==> config.mk <==
export PLATFORM = sky130hd
export DESIGN_NAME = exc_unit_flat
export DESIGN_NICKNAME = d
export VERILOG_FILES = /design/src/rtl/exc_unit_if.sv /design/src/rtl/exc_unit.sv /design/src/flat_wrapper.sv
export SDC_FILE = /design/constraint.sdc
export NUM_CORES = 1
export LEC_CHECK = 0
export BUFFER_PORTS_ARGS = -buffer_cell sky130_fd_sc_hd__buf_2
export CAP_MARGIN = 20
export CORE_MARGIN = 3
export CORE_UTILIZATION = 42
export CTS_BUF_LIST = sky130_fd_sc_hd__clkbuf_4
export CTS_CLUSTER_SIZE = 25
export DETAILED_ROUTE_END_ITERATION = 10
export GPL_TIMING_DRIVEN = 0
export PLACE_DENSITY_LB_ADDON = 0.12
export SYNTH_ARGS = -nofsm -noshare
export SYNTH_HDL_FRONTEND = slang
export SYNTH_SLANG_ARGS = --single-unit
export TNS_END_PERCENT = 100
==> constraint.sdc <==
create_clock -name clk -period 5.4 [get_ports clk]
set_input_delay 0.81 -clock clk [delete_from_list [all_inputs] [get_ports clk]]
set_output_delay 0.81 -clock clk [all_outputs]
set_load 0.02 [all_outputs]
==> src/rtl/exc_unit_if.sv <==
// Port bundle between the MEM-stage pipeline/CP0 (master) and exc_unit (slave).
// Inputs are sampled when valid_m && !stall_m in IDLE; there is no backpressure from exc_unit.
interface exc_unit_if #(
   parameter int unsigned NUM_HW_INT = 6
);

   logic                  stall_m;
   logic                  valid_m;
   logic [31:0]           pc_m;
   logic                  bd_m;
   logic [7:0]            except_m;
   logic                  adel;
   logic                  ades;
   logic [31:0]           mem_addr;
   logic [NUM_HW_INT-1:0] hw_int;
   logic [1:0]            sw_ip;
   logic [7:0]            status_im;
   logic                  status_ie;
   logic                  epc_wr_en;
   logic [31:0]           epc_wr_data;
   logic                  exl_wr_en;
   logic                  exl_wr_data;

   logic                  flush;
   logic [31:0]           newpc;
   logic [4:0]            exc_code;
   logic                  eret_taken;
   logic [31:0]           epc;
   logic [31:0]           badvaddr;
   logic                  cause_bd;
   logic [7:0]            cause_ip;
   logic                  exl;
   logic [0:0]            state_dbg;

   modport master (
      output stall_m, valid_m, pc_m, bd_m, except_m, adel, ades, mem_addr,
             hw_int, sw_ip, status_im, status_ie,
             epc_wr_en, epc_wr_data, exl_wr_en, exl_wr_data,
      input  flush, newpc, exc_code, eret_taken, epc, badvaddr, cause_bd,
             cause_ip, exl, state_dbg
   );

   modport slave (
      input  stall_m, valid_m, pc_m, bd_m, except_m, adel, ades, mem_addr,
             hw_int, sw_ip, status_im, status_ie,
             epc_wr_en, epc_wr_data, exl_wr_en, exl_wr_data,
      output flush, newpc, exc_code, eret_taken, epc, badvaddr, cause_bd,
             cause_ip, exl, state_dbg
   );

endinterface

==> src/rtl/exc_unit.sv <==
// Registered exception/ERET prioritiser at the end of MEM: commits one event,
// then holds a single-cycle flush with the redirect PC. Owns EXL, EPC, BadVAddr, Cause.
module exc_unit #(
   parameter int unsigned NUM_HW_INT  = 6,
   parameter logic [31:0] EXC_VECTOR  = 32'hBFC00380,
   parameter int unsigned SYNC_STAGES = 2
) (
   input logic       clk,
   input logic       resetn,
   exc_unit_if.slave bus
);

   localparam logic [0:0] S_IDLE  = 1'b0;
   localparam logic [0:0] S_FLUSH = 1'b1;

   localparam logic [4:0] EXC_INT  = 5'h00;
   localparam logic [4:0] EXC_ADEL = 5'h04;
   localparam logic [4:0] EXC_ADES = 5'h05;
   localparam logic [4:0] EXC_SYS  = 5'h08;
   localparam logic [4:0] EXC_BP   = 5'h09;
   localparam logic [4:0] EXC_RI   = 5'h0A;
   localparam logic [4:0] EXC_OV   = 5'h0C;

   logic [0:0]  state;
   logic [SYNC_STAGES-1:0][NUM_HW_INT-1:0] sync_q;
   logic [NUM_HW_INT-1:0] hw_sync;
   logic [5:0]  hw_ext;
   logic [7:0]  cause_ip;
   logic        int_pend;
   logic        detect;

   logic [31:0] newpc_q;
   logic [4:0]  exc_code_q;
   logic        eret_taken_q;
   logic [31:0] epc_q;
   logic [31:0] badvaddr_q;
   logic        cause_bd_q;
   logic        exl_q;

   logic        exc_hit;
   logic        eret_hit;
   logic [4:0]  hit_code;
   logic        badv_load;
   logic [31:0] badv_val;

   logic        pc_err;
   logic        unused_rsvd;

   assign pc_err      = bus.except_m[7];
   assign unused_rsvd = ^bus.except_m[1:0];

   // hw_int is asynchronous; only the last stage of the chain is ever observed.
   always_ff @(posedge clk or negedge resetn) begin
      if (!resetn) begin
         sync_q <= '0;
      end else begin
         sync_q <= {sync_q[SYNC_STAGES-2:0], bus.hw_int};
      end
   end

   assign hw_sync = sync_q[SYNC_STAGES-1];

   always_comb begin
      hw_ext = '0;
      hw_ext[NUM_HW_INT-1:0] = hw_sync;
   end

   assign cause_ip = {hw_ext, bus.sw_ip};
   assign int_pend = (|(cause_ip & bus.status_im)) & bus.status_ie & ~exl_q;
   assign detect   = (state == S_IDLE) & bus.valid_m & ~bus.stall_m;

   always_comb begin
      exc_hit   = 1'b0;
      eret_hit  = 1'b0;
      hit_code  = EXC_INT;
      badv_load = 1'b0;
      badv_val  = bus.mem_addr;
      if (detect) begin
         if (int_pend) begin
            exc_hit  = 1'b1;
            hit_code = EXC_INT;
         end else if (pc_err || bus.adel) begin
            exc_hit   = 1'b1;
            hit_code  = EXC_ADEL;
            badv_load = 1'b1;
            badv_val  = pc_err ? bus.pc_m : bus.mem_addr;
         end else if (bus.ades) begin
            exc_hit   = 1'b1;
            hit_code  = EXC_ADES;
            badv_load = 1'b1;
         end else if (bus.except_m[6]) begin
            exc_hit  = 1'b1;
            hit_code = EXC_SYS;
         end else if (bus.except_m[5]) begin
            exc_hit  = 1'b1;
            hit_code = EXC_BP;
         end else if (bus.except_m[4]) begin
            eret_hit = 1'b1;
         end else if (bus.except_m[3]) begin
            exc_hit  = 1'b1;
            hit_code = EXC_RI;
         end else if (bus.except_m[2]) begin
            exc_hit  = 1'b1;
            hit_code = EXC_OV;
         end
      end
   end

   // The commit wins only over the fields it actually writes; an ERET
   // therefore still lets a same-cycle MTC0 land in EPC.
   always_ff @(posedge clk or negedge resetn) begin
      if (!resetn) begin
         state        <= S_IDLE;
         newpc_q      <= '0;
         exc_code_q   <= '0;
         eret_taken_q <= 1'b0;
         epc_q        <= '0;
         badvaddr_q   <= '0;
         cause_bd_q   <= 1'b0;
         exl_q        <= 1'b1;
      end else begin
         state <= (exc_hit || eret_hit) ? S_FLUSH : S_IDLE;

         if (exc_hit && !exl_q) begin
            epc_q      <= bus.bd_m ? (bus.pc_m - 32'd4) : bus.pc_m;
            cause_bd_q <= bus.bd_m;
         end else if (bus.epc_wr_en) begin
            epc_q <= bus.epc_wr_data;
         end

         if (exc_hit) begin
            newpc_q      <= EXC_VECTOR;
            exc_code_q   <= hit_code;
            eret_taken_q <= 1'b0;
            exl_q        <= 1'b1;
         end else if (eret_hit) begin
            newpc_q      <= bus.epc_wr_en ? bus.epc_wr_data : epc_q;
            eret_taken_q <= 1'b1;
            exl_q        <= 1'b0;
         end else if (bus.exl_wr_en) begin
            exl_q <= bus.exl_wr_data;
         end

         if (badv_load) begin
            badvaddr_q <= badv_val;
         end
      end
   end

   assign bus.flush      = (state == S_FLUSH);
   assign bus.newpc      = newpc_q;
   assign bus.exc_code   = exc_code_q;
   assign bus.eret_taken = eret_taken_q;
   assign bus.epc        = epc_q;
   assign bus.badvaddr   = badvaddr_q;
   assign bus.cause_bd   = cause_bd_q;
   assign bus.cause_ip   = cause_ip;
   assign bus.exl        = exl_q;
   assign bus.state_dbg  = state;

endmodule

==> src/flat_wrapper.sv <==
// flat-port wrapper written by rule: the top's interface ports become plain ports
module exc_unit_flat 
#(
   parameter int unsigned NUM_HW_INT  = 6,
   parameter logic [31:0] EXC_VECTOR  = 32'hBFC00380,
   parameter int unsigned SYNC_STAGES = 2
)
  (clk, resetn, bus_stall_m, bus_valid_m, bus_pc_m, bus_bd_m, bus_except_m, bus_adel, bus_ades, bus_mem_addr, bus_hw_int, bus_sw_ip, bus_status_im, bus_status_ie, bus_epc_wr_en, bus_epc_wr_data, bus_exl_wr_en, bus_exl_wr_data, bus_flush, bus_newpc, bus_exc_code, bus_eret_taken, bus_epc, bus_badvaddr, bus_cause_bd, bus_cause_ip, bus_exl, bus_state_dbg);
  exc_unit_if #(.NUM_HW_INT(NUM_HW_INT)) bus_i ();
  input logic clk;
  input logic resetn;
  input wire logic [$bits(bus_i.stall_m)-1:0] bus_stall_m;
  input wire logic [$bits(bus_i.valid_m)-1:0] bus_valid_m;
  input wire logic [$bits(bus_i.pc_m)-1:0] bus_pc_m;
  input wire logic [$bits(bus_i.bd_m)-1:0] bus_bd_m;
  input wire logic [$bits(bus_i.except_m)-1:0] bus_except_m;
  input wire logic [$bits(bus_i.adel)-1:0] bus_adel;
  input wire logic [$bits(bus_i.ades)-1:0] bus_ades;
  input wire logic [$bits(bus_i.mem_addr)-1:0] bus_mem_addr;
  input wire logic [$bits(bus_i.hw_int)-1:0] bus_hw_int;
  input wire logic [$bits(bus_i.sw_ip)-1:0] bus_sw_ip;
  input wire logic [$bits(bus_i.status_im)-1:0] bus_status_im;
  input wire logic [$bits(bus_i.status_ie)-1:0] bus_status_ie;
  input wire logic [$bits(bus_i.epc_wr_en)-1:0] bus_epc_wr_en;
  input wire logic [$bits(bus_i.epc_wr_data)-1:0] bus_epc_wr_data;
  input wire logic [$bits(bus_i.exl_wr_en)-1:0] bus_exl_wr_en;
  input wire logic [$bits(bus_i.exl_wr_data)-1:0] bus_exl_wr_data;
  output wire logic [$bits(bus_i.flush)-1:0] bus_flush;
  output wire logic [$bits(bus_i.newpc)-1:0] bus_newpc;
  output wire logic [$bits(bus_i.exc_code)-1:0] bus_exc_code;
  output wire logic [$bits(bus_i.eret_taken)-1:0] bus_eret_taken;
  output wire logic [$bits(bus_i.epc)-1:0] bus_epc;
  output wire logic [$bits(bus_i.badvaddr)-1:0] bus_badvaddr;
  output wire logic [$bits(bus_i.cause_bd)-1:0] bus_cause_bd;
  output wire logic [$bits(bus_i.cause_ip)-1:0] bus_cause_ip;
  output wire logic [$bits(bus_i.exl)-1:0] bus_exl;
  output wire logic [$bits(bus_i.state_dbg)-1:0] bus_state_dbg;
  assign bus_i.stall_m = bus_stall_m;
  assign bus_i.valid_m = bus_valid_m;
  assign bus_i.pc_m = bus_pc_m;
  assign bus_i.bd_m = bus_bd_m;
  assign bus_i.except_m = bus_except_m;
  assign bus_i.adel = bus_adel;
  assign bus_i.ades = bus_ades;
  assign bus_i.mem_addr = bus_mem_addr;
  assign bus_i.hw_int = bus_hw_int;
  assign bus_i.sw_ip = bus_sw_ip;
  assign bus_i.status_im = bus_status_im;
  assign bus_i.status_ie = bus_status_ie;
  assign bus_i.epc_wr_en = bus_epc_wr_en;
  assign bus_i.epc_wr_data = bus_epc_wr_data;
  assign bus_i.exl_wr_en = bus_exl_wr_en;
  assign bus_i.exl_wr_data = bus_exl_wr_data;
  assign bus_flush = bus_i.flush;
  assign bus_newpc = bus_i.newpc;
  assign bus_exc_code = bus_i.exc_code;
  assign bus_eret_taken = bus_i.eret_taken;
  assign bus_epc = bus_i.epc;
  assign bus_badvaddr = bus_i.badvaddr;
  assign bus_cause_bd = bus_i.cause_bd;
  assign bus_cause_ip = bus_i.cause_ip;
  assign bus_exl = bus_i.exl;
  assign bus_state_dbg = bus_i.state_dbg;
  exc_unit #(.NUM_HW_INT(NUM_HW_INT), .EXC_VECTOR(EXC_VECTOR), .SYNC_STAGES(SYNC_STAGES)) u_core (.clk(clk), .resetn(resetn), .bus(bus_i));
endmodule
[Word-level counts from Yosys, hierarchy flattened]
Index checks and enable logic that the tools add are counted.
Word-level totals
  register bits: 117
  input bits: 131
  output and inout port bits: 114
  logic and storage cells: 70
Operators by class
  add/subtract/negate cells: 1
  multiplexer cells: 44
  bitwise gates (word level): 8
  reductions and logical operators: 7
Operators with widths (number)
  $mux 32: 9
  $mux 5: 8
  $sub 32x3->32 const B: 1
  $mux 1: 26
  $and 8x8->8: 1
  $reduce_or 8->1: 1
  $and 1x1->1: 4
  $mux 4: 1
  $not 1->1: 3
  $reduce_bool 3->1: 1
  $logic_or 1x1->1: 2
  $reduce_bool 2->1: 1
  $logic_and 1x1->1: 1
  $logic_not 1->1: 1

[Longest topological paths before layout]
Gate-level depths: netlist of run 1.
  depth after elaboration: 11
  gate-level depth with buffers: 7
  depth with buffers taken out: 7

[Worst setup path before layout of run 1]
No wires, ideal clock.
  path kind: in2reg
  from: input bus_except_m[7]
  to: register u_core.newpc_q[22] (netlist: u_core.bus.newpc[22])
  arrival time: 2169 ps
  required time: 5267 ps
  path slack: 3098 ps
  stages: 7
  cells stage by stage: buf_6 -> or3_1 -> or3_1 -> o21ai_2 -> inv_2 -> buf_6 -> a2bb2oi_1
On the way
  cells in the longest elaborated chain, start to end: 5
  elaborated cells on any way between the ends: 9
  classes of those cells: mux: 7; reduce/logical: 2
Ends and longest elaborated chain
  start, declared: RTL line flat_wrapper.sv:16  | input wire logic [$bits(bus_i.except_m)-1:0] bus_except_m;
  $logic_or 1x1->1 (*): RTL line exc_unit.sv:82  | end else if (pc_err || bus.adel) begin
  $mux 1: RTL line exc_unit.sv:82
  $mux 1: RTL line exc_unit.sv:79  | if (int_pend) begin
  $mux 1: RTL line exc_unit.sv:78  | if (detect) begin
  $mux 32 or $reduce_bool 2->1 (tied branches)
  end signal, assigned: RTL line exc_unit.sv:137  | newpc_q <= bus.epc_wr_en ? bus.epc_wr_data : epc_q;
  end, declared: RTL line exc_unit.sv:32  | logic [31:0] newpc_q;
Mark *: on every way between the ends. The rest lies on a longest branch, timed or not.
A chain may end at the register's enable or synchronous reset.

[Worst setup path in the final report of run 1]
  from: register u_core.state (netlist: u_core.bus.flush)
  to: register u_core.newpc_q[22] (netlist: u_core.bus.newpc[22])
On the way
  cells in the longest elaborated chain, start to end: 5
  elaborated cells on any way between the ends: 7
  classes of those cells: mux: 3; bitwise: 3; reduce/logical: 1
Ends and longest elaborated chain
  start, declared: RTL line exc_unit.sv:24  | logic [0:0] state;
  start signal, assigned: RTL line exc_unit.sv:122  | state <= (exc_hit || eret_hit) ? S_FLUSH : S_IDLE;
  $not 1->1 (*): RTL line exc_unit.sv:70  | assign detect = (state == S_IDLE) & bus.valid_m & ~bus.stall_m;
  $and 1x1->1 (*) (2 in a row): RTL line exc_unit.sv:70
  $mux 1: RTL line exc_unit.sv:78
  $mux 32 or $reduce_bool 2->1 (tied branches)
Marks and branches as above.

==> flow_summary_export.csv, run 1 <==
group,metric,value,unit
outcome,status,"finished, final reports clean",
critical_path,critPathKind,"register to register",
synth,synth_edf_count,0,
die,die_x,121,um
finish,final_cells,931,
sta,fin_setup_tns,0,ns
critical_path,arrival,2.68,ns
die,fp.dieH,121,um
critical_path,path_max_fanout,10,
cts,path_clk_slew,0.11,ns
synth,synth_area_leaders,"dfrtp_1 52%, mux2i_1 15%, a21oi_1 4.5%",
critical_path,cp-start-kind,"register",
finish,num-fill-cells,1180,
drt,avgRoutedWirePerCell,17.7,um
cts,clock_latency,0.53,ns
pwr,internal_power,1.46,mW
synth,syn_area,5550,um2
cts,cts_resized,0,
cts,cts-buffers-inserted,17,
die,start_util,0.435,
critical_path,worst_r2r_startpoint,"u_core.bus.flush",
finish,nets,878,
synth,syn-num-nets,621,
sta,rsz0062_at_grt,"false",
global_route,grt_pass1_vias,4839,
synth,synth_area_per_cell,11.4,um2
finish,antennaDiodeCount,0,
drt,vias_per_cell,5.08,
die,row_count,41,
drt,dr.pass1.iters,4,
synth,async_flop_share,1.00,
placed_design,port_buffers,237,
sta,max_freq,440,MHz
synth,synth_commonest_cells,"115 x dfrtp_1, 82 x mux2i_1, 55 x nor2_1",
critical_path,ff2ff_setup_slack,3.13,ns
critical_path,worst_setup_path_end_kind,"register",
die,io_pins,245,
critical_path,worstRegToRegCells,5,
critical_path,worstPathRequired,5.80,ns
global_route,grt_pass1_wl,25.7,mm
synth,ys_seq_area_frac,0.523,
global_route,grt_max_degree,62,
run,cap_violations,0,
synth,post-synth-top-count-cell,"dfrtp_1",
cts,cts_sinks,116,
finish,drive_above_1_share,0.406,
sta,slew_violations,0,
critical_path,endpoint,"u_core.bus.newpc[22]",
cts,cts_setup_buffers,0,
sta,period_share,0.421,
global_route,gr-total-overflow,0,
synth,syn-instance-count,489,
drt,drt_iter0_drc,239,
synth,yosysTopAreaCellShare,0.518,
sta,setup-violations-final,0,
pwr,switching_share,0.341,
pwr,cellPowerDensity,304,nW/um2
pwr,clkPwrFrac,0.285,
pwr,peakVddDrop,0.177,mV
drt,routed_wl,16.5,mm
synth,yosysTopAreaCell,"dfrtp_1",
critical_path,crit-reg2reg-capture,"u_core.bus.newpc[22]",
finish,syn_to_final_growth,30.9,%
sta,hold_slack,0.239,ns
cts,htreeDepth,4,
finish,post-route-util,0.569,
global_route,antenna_found_initial,0,
placed_design,place_area,6990,um2
critical_path,crit_path_start,"u_core.bus.flush",
synth,ys.flop_type,"dfrtp_1",
sta,slew_headroom,0.460,
synth,ys_ff_latch,116,
cts,hold_buffers,0,
cts,clockBufferDepth,2,
placed_design,dp_hpwl,13.1,mm
placed_design,place_inst,899,
pwr,pwr-share-comb,0.251,
sta,skew,0.0149,ns
synth,ys_types,49,
cts,cts_tree,"yes",
die,die-area,14600,um2
global_route,track_usage,0.229,
finish,final_cell_area,7270,um2
drt,antenna_left,0,
drt,vias,4733,
sta,worst_slew_pin_slew,0.810,ns
sta,min_period,2.27,ns
synth,yosysWarnings,0,
placed_design,gp_congestion,0.938,
cts,cts-root-buf,"clkbuf_4",
worst_hold_path,hold_class,"input port to asynchronous set/reset pin",
sta,hold_viol,0,
pwr,switchingPower,755,uW
die,core,12800,um2
pwr,seq_power_share,0.464,
drt,drt_drc_violations_left,0,
pwr,leakagePower,3.59,nW
[state kept, by name, indices dropped and copies added, names as in the netlist]
register               cells
u_core.bus.badvaddr       32
u_core.bus.cause_bd        1
u_core.bus.epc            32
u_core.bus.eret_taken      1
u_core.bus.exc_code        4
u_core.bus.exl             1
u_core.bus.flush           1
u_core.bus.newpc          32
u_core.hw_ext              6
u_core.sync_q              6
[layout by cell type, fill, tap and decap left out, types with 3 or more instances in the layout]
| master | count |
|---|---|
| buf_6 | 3 |
| o2bb2ai_1 | 21 |
| nand2_1 | 10 |
| mux2i_1 | 82 |
| a2bb2oi_1 | 12 |
| dfrtp_1 | 115 |
| buf_4 | 14 |
| nand3_1 | 5 |
| a21oi_1 | 50 |
| xor2_1 | 10 |
| clkinvlp_4 | 4 |
| clkbuf_4 | 17 |
| buf_2 | 241 |
| nor4_1 | 6 |
| clkbuf_1 | 17 |
| inv_6 | 5 |
| xnor2_1 | 19 |
| nor2_1 | 55 |
| a22oi_1 | 4 |
| nor3_1 | 11 |
| or3_1 | 5 |
| inv_1 | 4 |
[power by group through the flow]
stage	clock network [mW]	registers [mW]	logic [mW]
floorplan	0	1.17	0.191
global placement	0	1.04	0.549
detailed placement	0	1.04	0.563
CTS	0.656	1.03	0.564
global route	0.700	1.04	0.605
finish	0.632	1.03	0.555
[per-layer routing]
metal / up-vias / global-route usage / share of wire
met4: 0 / 0.0659 / 0.0080
li1: 2276 / - / -
met3: 8 / 0.0634 / 0.070
met2: 175 / 0.370 / 0.49
met1: 2274 / 0.304 / 0.43
met5: - / 0 / 0
[how the worst min path moves through the flow]
stage | slack (ns) | depth (start not counted) | end | start
2_1_floorplan | 0.33 | 0 | u_core.hw_ext[0] | u_core.sync_q[0]
3_3_place_gp | 0.33 | 0 | u_core.hw_ext[2] | u_core.sync_q[2]
3_5_place_dp | 0.34 | 0 | u_core.hw_ext[0] | u_core.sync_q[0]
4_1_cts | 0.21 | 1 | u_core.bus.newpc[27] | resetn
5_1_grt | 0.22 | 1 | u_core.bus.newpc[27] | resetn
6_report | 0.24 | 1 | u_core.bus.newpc[23] | resetn
[critical path: stages, from the launching register on]
cell,delay (ns)
dfrtp_1,0.41
nor3b_1,0.61
nand2b_1,0.20
nor2_1,0.36
clkbuf_1,0.43
a2bb2oi_1,0.13
[metrics by stage]
stage | total power, mW | setup slack, ns
after floorplan | 1.36 | 3.10
after global routing | 2.35 | 2.93
after CTS | 2.25 | 3.11
after detailed placement | 1.61 | 2.59
after global placement | 1.59 | 2.15
final | 2.21 | 3.13
[cell families (layout without fill, tap and decap cells)]
family | count (synthesis) | count (layout) | synth area share
AO/OA/AOI/OAI | 98 | 98 | 0.118
XOR/XNOR | 29 | 29 | 0.0458
adder cells (fa/ha/maj) | 1 | 1 | 0.00225
buffers and inverters | 44 | 314 | 0.0430
flip-flops | 116 | 116 | 0.523
multiplexers | 84 | 84 | 0.152
other | 1 | 1 | 0.000675
AND/OR/NAND/NOR | 116 | 116 | 0.116
[area by class of cell]
cell class / instances / area, um2 / share of cell area
Sequential cell: 116 / 2900 / 0.399
Multi-Input combinational cell: 329 / 2410 / 0.331
Timing Repair Buffer: 238 / 1220 / 0.168
Buffer: 39 / 220 / 0.0303
Tap cell: 172 / 215 / 0.0296
Clock inverter: 15 / 155 / 0.0213
Clock buffer: 17 / 128 / 0.0176
Inverter: 5 / 18.8 / 0.00258
Note: power is estimated with default switching activity, not from simulation.
==> inputs of run 2 (changes only) <==
- clock period: 5.4 -> 2.35 ns (I/O delays scaled with it)
==> run 2 against run 1 <==
Maximum frequency grew 6.2%. Power up 130%. Final area is 1.1% higher. Wire length increased by 0.67%. Register-to-register slack worse by 2.9 ns. Critical path type unchanged. Largest power group unchanged. Clock power grew 130%. First-iteration DRC count rose by 5.9%. Via count up 0.70%.
==> flow_summary_export.csv, run 2 (synthesized netlist as in run 1, its figures left out) <==
group,metric,value,unit
cts,clock_latency,0.55,ns
cts,cts_setup_buffers,0,
pwr,pwr-share-comb,0.252,
global_route,gr-total-overflow,0,
placed_design,place_area,6990,um2
pwr,internal_power,3.36,mW
cts,cts_sinks,116,
cts,htreeDepth,4,
die,fp.dieH,121,um
finish,syn_to_final_growth,32.4,%
global_route,track_usage,0.230,
critical_path,path_max_fanout,10,
global_route,grt_max_degree,62,
finish,final_common_cell,"buf_2",
finish,final_cell_mix,"241 x buf_2, 115 x dfrtp_1, 82 x mux2i_1",
drt,drt_drc_violations_left,0,
pwr,peakVddDrop,0.405,mV
drt,drt_iter0_drc,253,
sta,max_freq,467,MHz
critical_path,worstPathRequired,2.75,ns
finish,final_cell_area,7350,um2
sta,hold_slack,0.0746,ns
pwr,leakagePower,3.63,nW
drt,antenna_left,0,
sta,setup-violations-final,0,
sta,worst_slack,0.210,ns
run,cap_violations,0,
finish,antennaDiodeCount,0,
die,core,12800,um2
sta,period_share,0.910,
sta,fin_setup_tns,0,ns
pwr,switchingPower,1.75,mW
critical_path,arrival,2.54,ns
cts,path_clk_slew,0.11,ns
drt,avgRoutedWirePerCell,17.7,um
sta,worst_slew_pin_slew,0.809,ns
sta,hold_viol,0,
finish,multi_input_area,2410,um2
global_route,antenna_found_initial,0,
finish,nets,885,
die,row_count,41,
finish,drive_above_1_share,0.407,
critical_path,crit_path_start,"u_core.bus.flush",
outcome,status,"finished, final reports clean",
placed_design,post-place-ws,-0.00196,ns
die,io_pins,245,
drt,dr.pass1.iters,5,
pwr,switching_share,0.342,
worst_hold_path,min_from,"bus_pc_m[0]",
cts,cts-root-buf,"clkbuf_4",
global_route,grt_pass1_wl,25.8,mm
drt,routed_wl,16.6,mm
die,die_x,121,um
finish,num-fill-cells,1175,
drt,vias,4766,
sta,slew_headroom,0.460,
pwr,seq_power_share,0.462,
cts,cts_tree,"yes",
critical_path,worst_setup_path_end_kind,"register",
cts,cts-buffers-inserted,17,
die,die-area,14600,um2
critical_path,critPathKind,"register to register",
placed_design,dp_hpwl,13.1,mm
placed_design,gp_congestion,0.938,
global_route,grt_pass1_vias,4870,
die,start_util,0.435,
pwr,clkPwrFrac,0.286,
critical_path,worst_r2r_startpoint,"u_core.bus.flush",
cts,clockBufferDepth,2,
sta,slew_violations,0,
worst_hold_path,hold_class,"input port to register",
sta,skew,0.0146,ns
sta,rsz0062_at_grt,"false",
pwr,cellPowerDensity,695,nW/um2
sta,min_period,2.14,ns
critical_path,cp-start-kind,"register",
drt,vias_per_cell,5.08,
placed_design,port_buffers,237,
finish,regArea,2900,um2
-- run 2: what timing repair did --
action / CTS / global route
gates resized for setup: 0 / 7
endpoints found under the hold margin: 66 / 0
setup endpoints to repair: 0 / 20
hold buffers: 7 / 0
-- run 2: layout make-up --
type                       count  share of cell area
buffer                        39              0.0305
clock inverter                15              0.0211
timing repair buffer         245               0.176
inverter                       5             0.00255
tap                          172              0.0293
sequential                   116               0.395
clock buffer                  17              0.0174
multi-input combinational    329               0.328
-- run 2: worst paths after layout --
check	end	slack, ns	depth (start not counted)
setup / recovery	u_core.bus.badvaddr[11]	0.21	4
hold / removal	u_core.bus.epc[0]	0.07	3
setup reg to reg	u_core.bus.badvaddr[11]	0.21	4
hold reg to reg	u_core.hw_ext[0]	0.36	0
max in group asynchronous	u_core.bus.exl	1.30	3
min in group asynchronous	u_core.bus.newpc[23]	0.35	2
-- run 2: power groups by stage --
stage	clock, mW	sequential, mW	combinational (mW)
finish	1.46	2.36	1.29
floorplan	0	2.68	0.438
global route	1.61	2.39	1.40
detailed placement	0	2.40	1.29
CTS	1.51	2.36	1.30
global placement	0	2.39	1.26
-- run 2: worst max-delay path, stage by stage (launching register included) --
cell,delay [ns]
dfrtp_1,0.43
or3b_2,0.55
nor3_4,0.46
clkbuf_1,0.43
a21oi_1,0.13
-- run 2: metal layers --
layer	GRT usage	part of all wire	routed length, um
met5	0	0	0
met4	0.0659	0.010	174
met1	0.306	0.43	7180
met3	0.0629	0.068	1120
met2	0.372	0.49	8110
-- run 2: through the flow --
step / utilization / cells / total power, mW
after global routing: 0.575 / 938 / 5.40
after global placement: 0.544 / 898 / 3.65
after detailed placement: 0.547 / 899 / 3.69
after floorplan: - / 489 / 3.12
after CTS: 0.575 / 938 / 5.17
final: 0.575 / 938 / 5.11
==> inputs of run 3 (changes only) <==
- CORE_UTILIZATION: 42 -> 49
==> run 3 against run 2 <==
Clock power decreased by 4%. First-iteration DRC count decreased by 14%. Maximum frequency decreased by 0.74%. Clock skew increased by 0.0030 ns. Final cell count decreased by 3.3%. Non-clock buffer count unchanged.
==> flow_summary_export.csv, run 3 (synthesized netlist as in run 1, its figures left out) <==
group,metric,value,unit
finish,final_cell_mix,"241 x buf_2, 115 x dfrtp_1, 82 x mux2i_1",
finish,post-route-util,0.668,
placed_design,port_buffers,237,
die,die-area,12600,um2
pwr,pwr-share-comb,0.253,
critical_path,critPathMaxStageDelay,0.54,ns
global_route,grt_pass1_wl,25.5,mm
cts,cts_sinks,116,
sta,worst_slew_pin_slew,0.775,ns
finish,syn_to_final_growth,31.6,%
global_route,use_met2,0.423,
critical_path,path_max_fanout,10,
global_route,use_met1,0.327,
placed_design,place_area,6950,um2
sta,slew_violations,0,
pwr,switching_share,0.332,
cts,htreeDepth,4,
die,io_pins,245,
finish,drive_above_1_share,0.405,
critical_path,worstPathRequired,2.71,ns
sta,max_freq,464,MHz
pwr,leakagePower,3.62,nW
global_route,track_usage,0.255,
drt,dr.pass1.iters,5,
drt,vias_per_cell,5.31,
pwr,seq_power_share,0.468,
pwr,peakVddDrop,0.413,mV
die,row_count,38,
sta,period_share,0.917,
sta,setup-violations-final,0,
critical_path,cp-start-kind,"register",
drt,drt_iter0_drc,218,
cts,clockBufferDepth,2,
worst_hold_path,hold_class,"input port to register",
cts,path_clk_slew,0.10,ns
sta,skew,0.0176,ns
critical_path,critPathKind,"register to register",
finish,num-fill-cells,927,
outcome,status,"finished, final reports clean",
sta,hold_viol,0,
pwr,internal_power,3.37,mW
critical_path,arrival,2.52,ns
global_route,gr-total-overflow,0,
global_route,grt_busiest_layer,"met2",
global_route,antenna_found_initial,1,
global_route,grtUsageMet3,0.0765,
sta,rsz0062_at_grt,"false",
sta,min_period,2.16,ns
pwr,cellPowerDensity,691,nW/um2
finish,nets,885,
cts,cts_tree,"yes",
drt,vias,4820,
die,start_util,0.508,
placed_design,dp_hpwl,12.4,mm
critical_path,path_delay_family,"simple AND/OR/NAND/NOR gates",
placed_design,gp_congestion,0.889,
pwr,total_power,5.05,mW
drt,drt_drc_violations_left,0,
critical_path,worst-path-buf-inv,1,
sta,slew_headroom,0.484,
run,cap_violations,0,
global_route,grt_pass1_vias,4993,
cts,cts-buffers-inserted,17,
drt,antenna_left,0,
pwr,clkPwrFrac,0.278,
critical_path,path_cells,"or3b_2 -> nor3_4 -> clkbuf_1 -> a21oi_1",
critical_path,worst_setup_path_end_kind,"register",
die,die_x,112,um
drt,routed_wl,15.9,mm
drt,avgRoutedWirePerCell,17.5,um
die,core,10900,um2
critical_path,crit_path_top_delay_cell,"or3b_2",
global_route,grt_max_degree,98,
cts,cts-root-buf,"clkbuf_4",
die,fp.dieH,112,um
pwr,switchingPower,1.68,mW
finish,final_common_cell,"buf_2",
cts,clock_latency,0.50,ns
finish,final_cell_area,7300,um2
-- run 3: changes by cell type in the layout (fill, tap and decap cells not counted), sizes merged --
cell	change
clkbuf	+2
clkinv	+2
clkinvlp	+1
diode	+1
inv	-5
-- run 3: final timing paths --
path	endpoint	start	cells after the start	slack [ns]
min	u_core.bus.epc[0]	bus_pc_m[0]	3	0.13
max in group asynchronous	u_core.bus.newpc[13]	resetn	3	1.38
max reg2reg	u_core.bus.badvaddr[2]	u_core.bus.flush	4	0.19
min in group asynchronous	u_core.bus.newpc[27]	resetn	2	0.25
max	u_core.bus.badvaddr[2]	u_core.bus.flush	4	0.19
min reg2reg	u_core.hw_ext[1]	u_core.sync_q[1]	0	0.36
-- run 3: per-stage QoR --
| step | setup TNS, ns | hold slack [ns] | setup slack, ns | instances |
|---|---|---|---|---|
| 3_5_place_dp | 0 | 0.208 | 0.00346 | 867 |
| 4_1_cts | 0 | 0.0814 | 0.0473 | 906 |
| 2_1_floorplan | 0 | 0.0569 | 0.505 | 489 |
| 3_3_place_gp | -47.96 | 0.332 | -0.426 | 866 |
| 5_1_grt | 0 | 0.0830 | 0.0316 | 907 |
| 6_report | 0 | 0.128 | 0.195 | 907 |
-- run 3: tightest hold or removal path: stages --
cell,delay [ns]
buf_2,0.09
nor2_1,0.04
a21oi_1,0.10
-- run 3: final cells by class --
class	count	area (um2)	share of cell area
Sequential cell	116	2900	0.398
Tap cell	140	175	0.0240
Buffer	39	221	0.0303
Timing Repair Buffer	245	1290	0.177
Inverter	5	18.8	0.00257
Multi-Input combinational cell	329	2410	0.330
Clock inverter	13	136	0.0187
Clock buffer	19	143	0.0195
Antenna cell	1	2.50	0.000343
-- run 3: per-layer routing --
layer	wire length, um	vias to the layer above	share of wire
li1	-	2283	-
met2	7830	180	0.49
met4	189	0	0.012
met3	1120	17	0.070
met5	0	-	0
met1	6740	2340	0.42
-- run 3: power groups by stage --
stage	Clock, mW	Sequential [mW]	Combinational, mW
after floorplan	0	2.68	0.438
after global placement	0	2.39	1.25
after detailed placement	0	2.40	1.28
after CTS	1.44	2.36	1.29
after global routing	1.53	2.39	1.39
final	1.40	2.36	1.28
-- run 3: timing repair --
item / CTS / global route
hold buffers: 7 / 0
gates resized for setup: 0 / 3
setup buffers: 0 / 0
hold endpoints to repair: 25 / 0
endpoints found under the setup margin: 0 / 10
